### config.mk
export PLATFORM = sky130hd
export DESIGN_NAME = ccsds123_header_inserter
export DESIGN_NICKNAME = d
export VERILOG_FILES = /design/src/rtl/ccsds123_header_inserter_pkg.sv /design/src/rtl/axis_skid_buffer.sv /design/src/rtl/ccsds123_header_inserter.sv
export SDC_FILE = /design/constraint.sdc
export NUM_CORES = 1
export LEC_CHECK = 0
export BUFFER_PORTS_ARGS = -buffer_cell sky130_fd_sc_hd__buf_2
export CAP_MARGIN = 15
export CORE_MARGIN = 3
export CORE_UTILIZATION = 50
export DETAILED_ROUTE_END_ITERATION = 16
export PLACE_DENSITY = 0.83
export RECOVER_POWER = 50
export SLEW_MARGIN = 20
export SYNTH_ARGS = -nofsm -noshare
export SYNTH_HDL_FRONTEND = slang
export SYNTH_SLANG_ARGS = --single-unit
### constraint.sdc
create_clock -name clk -period 2.25 [get_ports clk]
set_clock_uncertainty 0.2 [all_clocks]
set_input_delay 0.1125 -clock clk [delete_from_list [all_inputs] [get_ports clk]]
set_output_delay 0.1125 -clock clk [all_outputs]
set_load 0.01 [all_outputs]
### src/rtl/ccsds123_header_inserter_pkg.sv
// Shared types and header byte layout for the CCSDS-123 image header inserter.
// The tb decoder and the RTL both build the 8-byte header from these offsets.
package ccsds123_header_inserter_pkg;

  localparam int HDR_BYTES = 8;
  localparam int B_NX      = 0;
  localparam int B_NY      = 2;
  localparam int B_NZ      = 4;
  localparam int B_D       = 6;
  localparam int B_FLAGS   = 7;

  typedef enum logic [1:0] {
    HDR_WAIT,
    HDR,
    BODY,
    DRAIN
  } state_t;

  function automatic logic [8*HDR_BYTES-1:0] hdr_pack(
    input int nx,
    input int ny,
    input int nz,
    input int d,
    input bit isu,
    input bit col
  );
    logic [8*HDR_BYTES-1:0] h;
    h = '0;
    h[8*B_NX +: 16]   = 16'(nx - 1);
    h[8*B_NY +: 16]   = 16'(ny - 1);
    h[8*B_NZ +: 16]   = 16'(nz - 1);
    h[8*B_D +: 4]     = 4'(d % 16);
    h[8*B_FLAGS +: 8] = {6'b0, col, isu};
    return h;
  endfunction

endpackage

### src/rtl/axis_skid_buffer.sv
// Two-entry AXI-Stream skid buffer: registered output, full throughput,
// one cycle from input handshake to output valid.
module axis_skid_buffer #(
  parameter int WIDTH = 65
) (
  input  logic             clk,
  input  logic             areset,
  input  logic [WIDTH-1:0] in_data,
  input  logic             in_valid,
  output logic             in_ready,
  output logic [WIDTH-1:0] out_data,
  output logic             out_valid,
  input  logic             out_ready
);

  logic [WIDTH-1:0] sk_data;
  logic             sk_valid;

  assign in_ready = !sk_valid;

  always_ff @(posedge clk) begin
    if (areset) begin
      out_data  <= '0;
      out_valid <= 1'b0;
      sk_data   <= '0;
      sk_valid  <= 1'b0;
    end else if (!out_valid || out_ready) begin
      if (sk_valid) begin
        out_data  <= sk_data;
        out_valid <= 1'b1;
        sk_valid  <= 1'b0;
      end else begin
        out_valid <= in_valid;
        if (in_valid) out_data <= in_data;
      end
    end else if (in_valid && in_ready) begin
      // output stalled: park the new word in the second slot
      sk_data  <= in_data;
      sk_valid <= 1'b1;
    end
  end

endmodule

### src/rtl/ccsds123_header_inserter.sv
// Prefixes each compressed image with an 8-byte header, then forwards
// the body words through a skid buffer; counts frames and body words.
module ccsds123_header_inserter
  import ccsds123_header_inserter_pkg::*;
#(
  parameter int BUS_WIDTH    = 64,
  parameter int NX           = 500,
  parameter int NY           = 500,
  parameter int NZ           = 100,
  parameter int D            = 16,
  parameter int ISUNSIGNED   = 0,
  parameter int COL_ORIENTED = 0
) (
  input  logic                 clk,
  input  logic                 areset,
  input  logic [BUS_WIDTH-1:0] s_axis_tdata,
  input  logic                 s_axis_tvalid,
  input  logic                 s_axis_tlast,
  output logic                 s_axis_tready,
  output logic [BUS_WIDTH-1:0] m_axis_tdata,
  output logic                 m_axis_tvalid,
  output logic                 m_axis_tlast,
  input  logic                 m_axis_tready,
  output logic [15:0]          frame_count,
  output logic [31:0]          body_words
);

  localparam int HDR_WORDS = 8 * HDR_BYTES / BUS_WIDTH;
  localparam int IDX_W =
    (HDR_WORDS > 1) ? $clog2(HDR_WORDS) : 1;
  localparam logic [IDX_W-1:0] LAST_IDX =
    IDX_W'(HDR_WORDS - 1);
  localparam logic [8*HDR_BYTES-1:0] HDR_WORD =
    hdr_pack(NX, NY, NZ, D,
             ISUNSIGNED != 0, COL_ORIENTED != 0);

  state_t           state, state_nx;
  logic [IDX_W-1:0] idx, idx_nx;
  logic [31:0]      run_cnt;
  logic [31:0]      run_inc;

  logic [8*HDR_BYTES-1:0] hdr_sh;
  logic [BUS_WIDTH-1:0]   hdr_word;

  logic               sk_in_valid;
  logic               sk_in_ready;
  logic [BUS_WIDTH:0] sk_out;
  logic               sk_valid;
  logic               sk_last;
  logic               body_hs;

  assign sk_last = sk_out[BUS_WIDTH];
  assign sk_in_valid =
    s_axis_tvalid && (state == BODY);
  assign s_axis_tready =
    (state == BODY) && sk_in_ready;

  axis_skid_buffer #(
    .WIDTH(BUS_WIDTH + 1)
  ) u_skid (
    .clk       (clk),
    .areset    (areset),
    .in_data   ({s_axis_tlast, s_axis_tdata}),
    .in_valid  (sk_in_valid),
    .in_ready  (sk_in_ready),
    .out_data  (sk_out),
    .out_valid (sk_valid),
    .out_ready (m_axis_tready)
  );

  always_comb begin
    hdr_sh   = HDR_WORD >> (BUS_WIDTH * int'(idx));
    hdr_word = hdr_sh[BUS_WIDTH-1:0];
  end

  always_ff @(posedge clk) begin
    if (areset) begin
      state <= HDR_WAIT;
      idx   <= '0;
    end else begin
      state <= state_nx;
      idx   <= idx_nx;
    end
  end

  always_comb begin
    state_nx      = state;
    idx_nx        = idx;
    m_axis_tdata  = '0;
    m_axis_tvalid = 1'b0;
    m_axis_tlast  = 1'b0;
    unique case (state)
      HDR_WAIT: begin
        // peek only: the word stays upstream until BODY
        if (s_axis_tvalid) state_nx = HDR;
      end
      HDR: begin
        m_axis_tdata  = hdr_word;
        m_axis_tvalid = 1'b1;
        if (m_axis_tready) begin
          if (idx == LAST_IDX) begin
            state_nx = BODY;
            idx_nx   = '0;
          end else begin
            idx_nx = idx + 1'b1;
          end
        end
      end
      BODY: begin
        m_axis_tdata  = sk_out[BUS_WIDTH-1:0];
        m_axis_tvalid = sk_valid;
        m_axis_tlast  = sk_last;
        if (s_axis_tvalid && s_axis_tready
            && s_axis_tlast)
          state_nx = DRAIN;
      end
      DRAIN: begin
        m_axis_tdata  = sk_out[BUS_WIDTH-1:0];
        m_axis_tvalid = sk_valid;
        m_axis_tlast  = sk_last;
        if (sk_valid && m_axis_tready && sk_last)
          state_nx = HDR_WAIT;
      end
    endcase
  end

  assign body_hs = ((state == BODY) || (state == DRAIN))
                   && sk_valid && m_axis_tready;
  assign run_inc = (&run_cnt) ? run_cnt : run_cnt + 1;

  always_ff @(posedge clk) begin
    if (areset) begin
      run_cnt     <= '0;
      frame_count <= '0;
      body_words  <= '0;
    end else if (body_hs) begin
      if (state == DRAIN && sk_last) begin
        frame_count <= frame_count + 1'b1;
        body_words  <= run_inc;
        run_cnt     <= '0;
      end else begin
        run_cnt <= run_inc;
      end
    end
  end

endmodule
---- Yosys cells after proc, flatten, opt, wreduce, memory -nomap -nowiden ----
Index checks and enable logic that the tools add are counted.
word-level totals
  bits in registers ....................... 215
  word-level logic and storage cells ...... 61
  output and inout bits ................... 115
operators by class
  shifts and indexed selects .............. 1
  $add $sub $neg .......................... 3
  mux-type cells .......................... 15
  equal/unequal tests ..................... 8
  bitwise logic cells ..................... 1
  reductions and logical operators ........ 24
operator list
  cell                   count
  $mux 65                2
  $pmux 64 s2            1
  $mux 32                2
  $shr 39x7->64 const A  1
  $add 32x1->32 const B  1
  $reduce_and 32->1      1
  $add 16x1->16 const B  1
  $logic_and 1x1->1      10
  $mux 2                 5
  $ne 2x2->1 const B     4
  $pmux 2 s4             1
  $reduce_and 2->1       4
  $reduce_and 5->1       1
  $eq 2x2->1 const B     2
  $reduce_or 2->1        2
  $mux 1                 3
  $eq 2x1->1 const B     1
  $logic_not 1->1        2
  $logic_not 2->1        1
  $logic_or 1x1->1       2
  $ne 2x1->1 const B     1
  $pmux 1 s2             1
  $reduce_bool 2->1      1
  $add 1x1->1 const B    1
  $not 1->1              1

---- Logic depth before layout (Yosys ltp) ----
  depth after elaboration ................. 6
  mapped depth ............................ 9
  depth with buffers taken out ............ 8

---- By module ----
A second synthesis with hierarchy kept.
unflattened totals
  cells, all modules ...................... 1197
  area total of the unflattened synthesis .. 10271.1 µm²
by module, submodules not included
  module                    area an instance (µm²)  instances  cells each  sequential area each (µm²)
  axis_skid_buffer          5544.1                  1          590         2642.5
  ccsds123_header_inserter  4727.0                  1          607         1641.6

---- Worst setup path before layout ----
Ideal clock, no wire load.
  kind .................................... reg2reg
  from .................................... register run_cnt[0]
  to ...................................... register run_cnt[26]
  path slack .............................. 0.106 ns
  path buffers ............................ 1
  arrival time ............................ 1.870 ns
  stages on the path, launching flop included .. 9
  required time ........................... 1.976 ns
  cell sequence ........................... dfxtp_1 ha_1 and4_1 buf_4 nand3_4 nor3_4 nand4_1 or3_1 o21ai_0
between the ends
  cells in the longest elaborated chain, start to end .. 3
ends and longest elaborated chain
  what                                                line                             source
  from (decl)                                         ccsds123_header_inserter.sv:39   logic [31:0] run_cnt;
  from (signal assigned)                              ccsds123_header_inserter.sv:142  run_cnt <= run_inc;
  $add 32x1->32 or $reduce_and 32->1 (tied branches)  ccsds123_header_inserter.sv:129  assign run_inc = (&run_cnt) ? run_cnt : run_cnt + 1;
  $mux 32 *                                           ccsds123_header_inserter.sv:129
  $mux 32 *                                           ccsds123_header_inserter.sv:137  if (state == DRAIN && sk_last) begin
Mark *: on every way between the ends. The rest lies on a longest branch, timed or not.
A chain may end at the register's enable or synchronous reset.

---- Worst setup path after layout ----
  from .................................... register state[1]
  to ...................................... output m_axis_tdata[61]
between the ends
  cells in the longest elaborated chain, start to end .. 3
ends and longest elaborated chain
  what                       line                            source
  from (decl)                ccsds123_header_inserter.sv:37  state_t state, state_nx;
  from (signal assigned)     ccsds123_header_inserter.sv:81  state <= state_nx;
  $eq 2x2->1                 ccsds123_header_inserter.sv:92  unique case (state)
  $reduce_or 2->1 (no line)  -
  $pmux 64 s2 *              ccsds123_header_inserter.sv:92
  to (decl)                  ccsds123_header_inserter.sv:20  output logic [BUS_WIDTH-1:0] m_axis_tdata,
Marked as above.

==> flow_summary.json <==
{
  "first_iter_violations": 664,
  "cp_data_arrival_time_ps": 1850,
  "ys_types": 54,
  "synth_compound_area_share_pct": 16.88,
  "clock-sinks": 214,
  "clk_path_buf_depth": 3,
  "dr.pass1.iters": 5,
  "clkLatencyLatePin_ps": 500,
  "async_reset_ff_share_pct": 0,
  "io_buffers": 183,
  "drc_errors": 0,
  "slew_viol_final": 0,
  "ys_ff_latch": 214,
  "slew_headroom_pct": 39.77,
  "crit_family": "flip-flops",
  "die_h_um": 144.9,
  "synth_ff_type": "dfxtp_1",
  "grt_pass1_vias": 9071,
  "post-route-min-period_ps": 2160,
  "max_freq_mhz": 463.0,
  "fp.dieW_um": 144.9,
  "synth_top_family_by_area": "simple AND/OR/NAND/NOR gates",
  "setup_viol": 0,
  "syn_inst": 1163,
  "synth.mux.area_fraction_pct": 6.847,
  "gr-total-overflow": 0,
  "critPathCaptureType": "primary output",
  "startpoint_type": "register",
  "drive_gt1_share_pct": 17.72,
  "synth-adder-area-share_pct": 0.7781,
  "leakage_nw": 4.576,
  "drt-vias-per-instance": 5.549,
  "grt.total_usage_pct": 24.66,
  "coreArea_um2": 18830,
  "critPathBufInv": 2,
  "synth_top_cell_area_share_pct": 44.40,
  "synth_nets": 1238,
  "power.density_nw_per_um2": 781.8,
  "antenna_found_initial": 0,
  "clkTransAtPathRegs_ps": 70,
  "start_util_pct": 51.24,
  "cp_data_required_time_ps": 1940,
  "gp_congestion": 0.9529,
  "hp-class": "input port to register",
  "cts_buffers": 23,
  "vias": 9333,
  "clock_tree.root_cell": "clkbuf_16",
  "period_share_pct": 95.99,
  "synthSimpleGateAreaFrac_pct": 23.65,
  "yosys_warnings": 0,
  "setup_tns_ps": 0,
  "area_delta_synth_final_pct": 31.76,
  "netlist_area_um2": 9648,
  "whs_ps": 213.3,
  "synth_top_cells_by_area": "dfxtp_1, nand2_1, a211oi_1",
  "finalHoldViolCount": 0,
  "drt-total-wl_um": 27920,
  "cts_setup_buffers": 0,
  "synth-xor-area-share_pct": 3.450,
  "io_pins": 184,
  "fin_nets": 1481,
  "fin_util_pct": 67.51,
  "path_cells": "ha_1 > nor2_4 > buf_12 > nor2b_1 > buf_2",
  "cts_tree": "done",
  "htreeDepth": 1,
  "hpwl_um": 16140,
  "status": "finished, final reports clean",
  "drv_cap": 0,
  "grt_start_max_net_pins": 190,
  "critPathKind": "register to primary output",
  "cp_slowest_cell": "dfxtp_2",
  "diodes": 0,
  "crit_fanout": 15,
  "slowest_delay_ps": 380,
  "syn_avg_cell_area_um2": 8.296,
  "wire_per_inst_um": 16.60,
  "ir_worst_vdd_mv": 0.6899,
  "ys_seq_area_share_pct": 44.40,
  "tightest_slew_ps": 903.5,
  "synth.largest_area_cell": "dfxtp_1",
  "drtAntennaViolNets": 0,
  "rsz0062_at_grt": "false",
  "row_count": 50,
  "die_area_um2": 21000,
  "synth-edff-count": 0,
  "grt_pass1_wl_um": 44570
}
-- sequential cells by signal (all words and copies together), names as in the netlist --
| name | flops |
|---|---|
| u_skid.sk_data | 65 |
| u_skid.sk_valid | 1 |
| frame_count | 16 |
| u_skid.out_valid | 1 |
| state | 2 |
| body_words | 32 |
| run_cnt | 32 |
| u_skid.out_data | 65 |
-- kinds of logic (layout without fill, tap and decap cells) --
family          after synthesis  count (layout)
mux                          66              66
compound gates              257             257
xor+xnor                     38              38
simple gates                484             484
buf+inv                      98             357
flops                       214             214
fa+ha+maj                     6               6
-- cells in the mapped netlist, drive strengths merged (16+ instances only) --
cell type,n
dfxtp,214
nand2,200
nor2,134
a21oi,103
a211oi,93
clkbuf,66
mux2i,66
nor2b,33
o21ai,26
buf,22
nand3,22
xnor2,22
and2,20
nand4,18
xor2,16
-- layout by cell type (no fill, tap or decap), types with 4 or more instances in the layout --
master / instances
or3_1: 7
dlygate4sd3_1: 69
xnor2_1: 22
nor3_1: 4
and4_1: 4
and2_0: 6
nand2_1: 200
nor2_1: 129
and3_1: 11
dfxtp_1: 210
a22o_1: 4
inv_1: 10
xor2_1: 16
clkbuf_8: 11
nand2b_1: 9
a211oi_1: 89
o21ai_0: 24
clkbuf_1: 65
buf_4: 36
mux2i_1: 66
nand3_1: 19
and2_1: 14
buf_2: 120
clkbuf_16: 26
ha_1: 5
buf_12: 12
nor2b_1: 31
a31oi_1: 12
nand4_1: 16
a21oi_1: 103
-- cell type report --
class,instances,area (um^2)
clock buffer,37,759.5
fill,1443,6118
timing repair buffer,306,2123
multi-input combinational,851,5076
clock inverter,4,98.84
inverter,10,37.54
sequential,214,4292
tap,260,325.3
-- layer usage --
layer | GRT usage, % | part of all wire, %
met5 | 0 | 0
met4 | 9.454 | 3.9
met3 | 4.778 | 7.1
met2 | 43.08 | 48
met1 | 30.12 | 41
-- worst paths after layout --
check	from	endpoint	slack [ps]	cells past startpoint
max	state[1]	m_axis_tdata[61]	90	5
min	s_axis_tdata[10]	u_skid.sk_data[10]	210	4
max reg2reg	run_cnt[1]	run_cnt[28]	110	7
min reg2reg	u_skid.sk_data[61]	u_skid.sk_data[61]	250	2
-- stage by stage --
| step | area [um^2] | instances | power [W] | setup WS, ps |
|---|---|---|---|---|
| after floorplan | 9648 | 1163 | 0.005070 | 105.6 |
| after global placement | 11090 | 1570 | 0.005581 | 139.1 |
| after detailed placement | 11090 | 1570 | 0.005620 | 41.75 |
| after CTS | 12650 | 1680 | 0.009860 | -15.72 |
| after global routing | 12710 | 1682 | 0.01030 | 0.6959 |
| final | 12710 | 1682 | 0.009938 | 90.20 |
-- power by group --
| group | leakage [nW] | switching, W | internal, W |
|---|---|---|---|
| logic | 2.42 | 0.000896 | 0.000636 |
| registers | 1.73 | 0.000164 | 0.00407 |
| clock network | 0.424 | 0.00153 | 0.00265 |
-- repair_timing --
item,in CTS,in global routing
gates cloned,0,2
pin swaps,0,4
hold buffers,69,0
gates resized for setup,4,28
endpoints found under the hold margin,155,0
setup endpoints to repair,40,109
-- tightest hold or removal path, delay by kind of cell --
kind	cells	cell delay, ps
buf+inv	2	660
compound gates	1	50
simple gates	1	50
No activity file was read; power rests on OpenSTA's default activity.
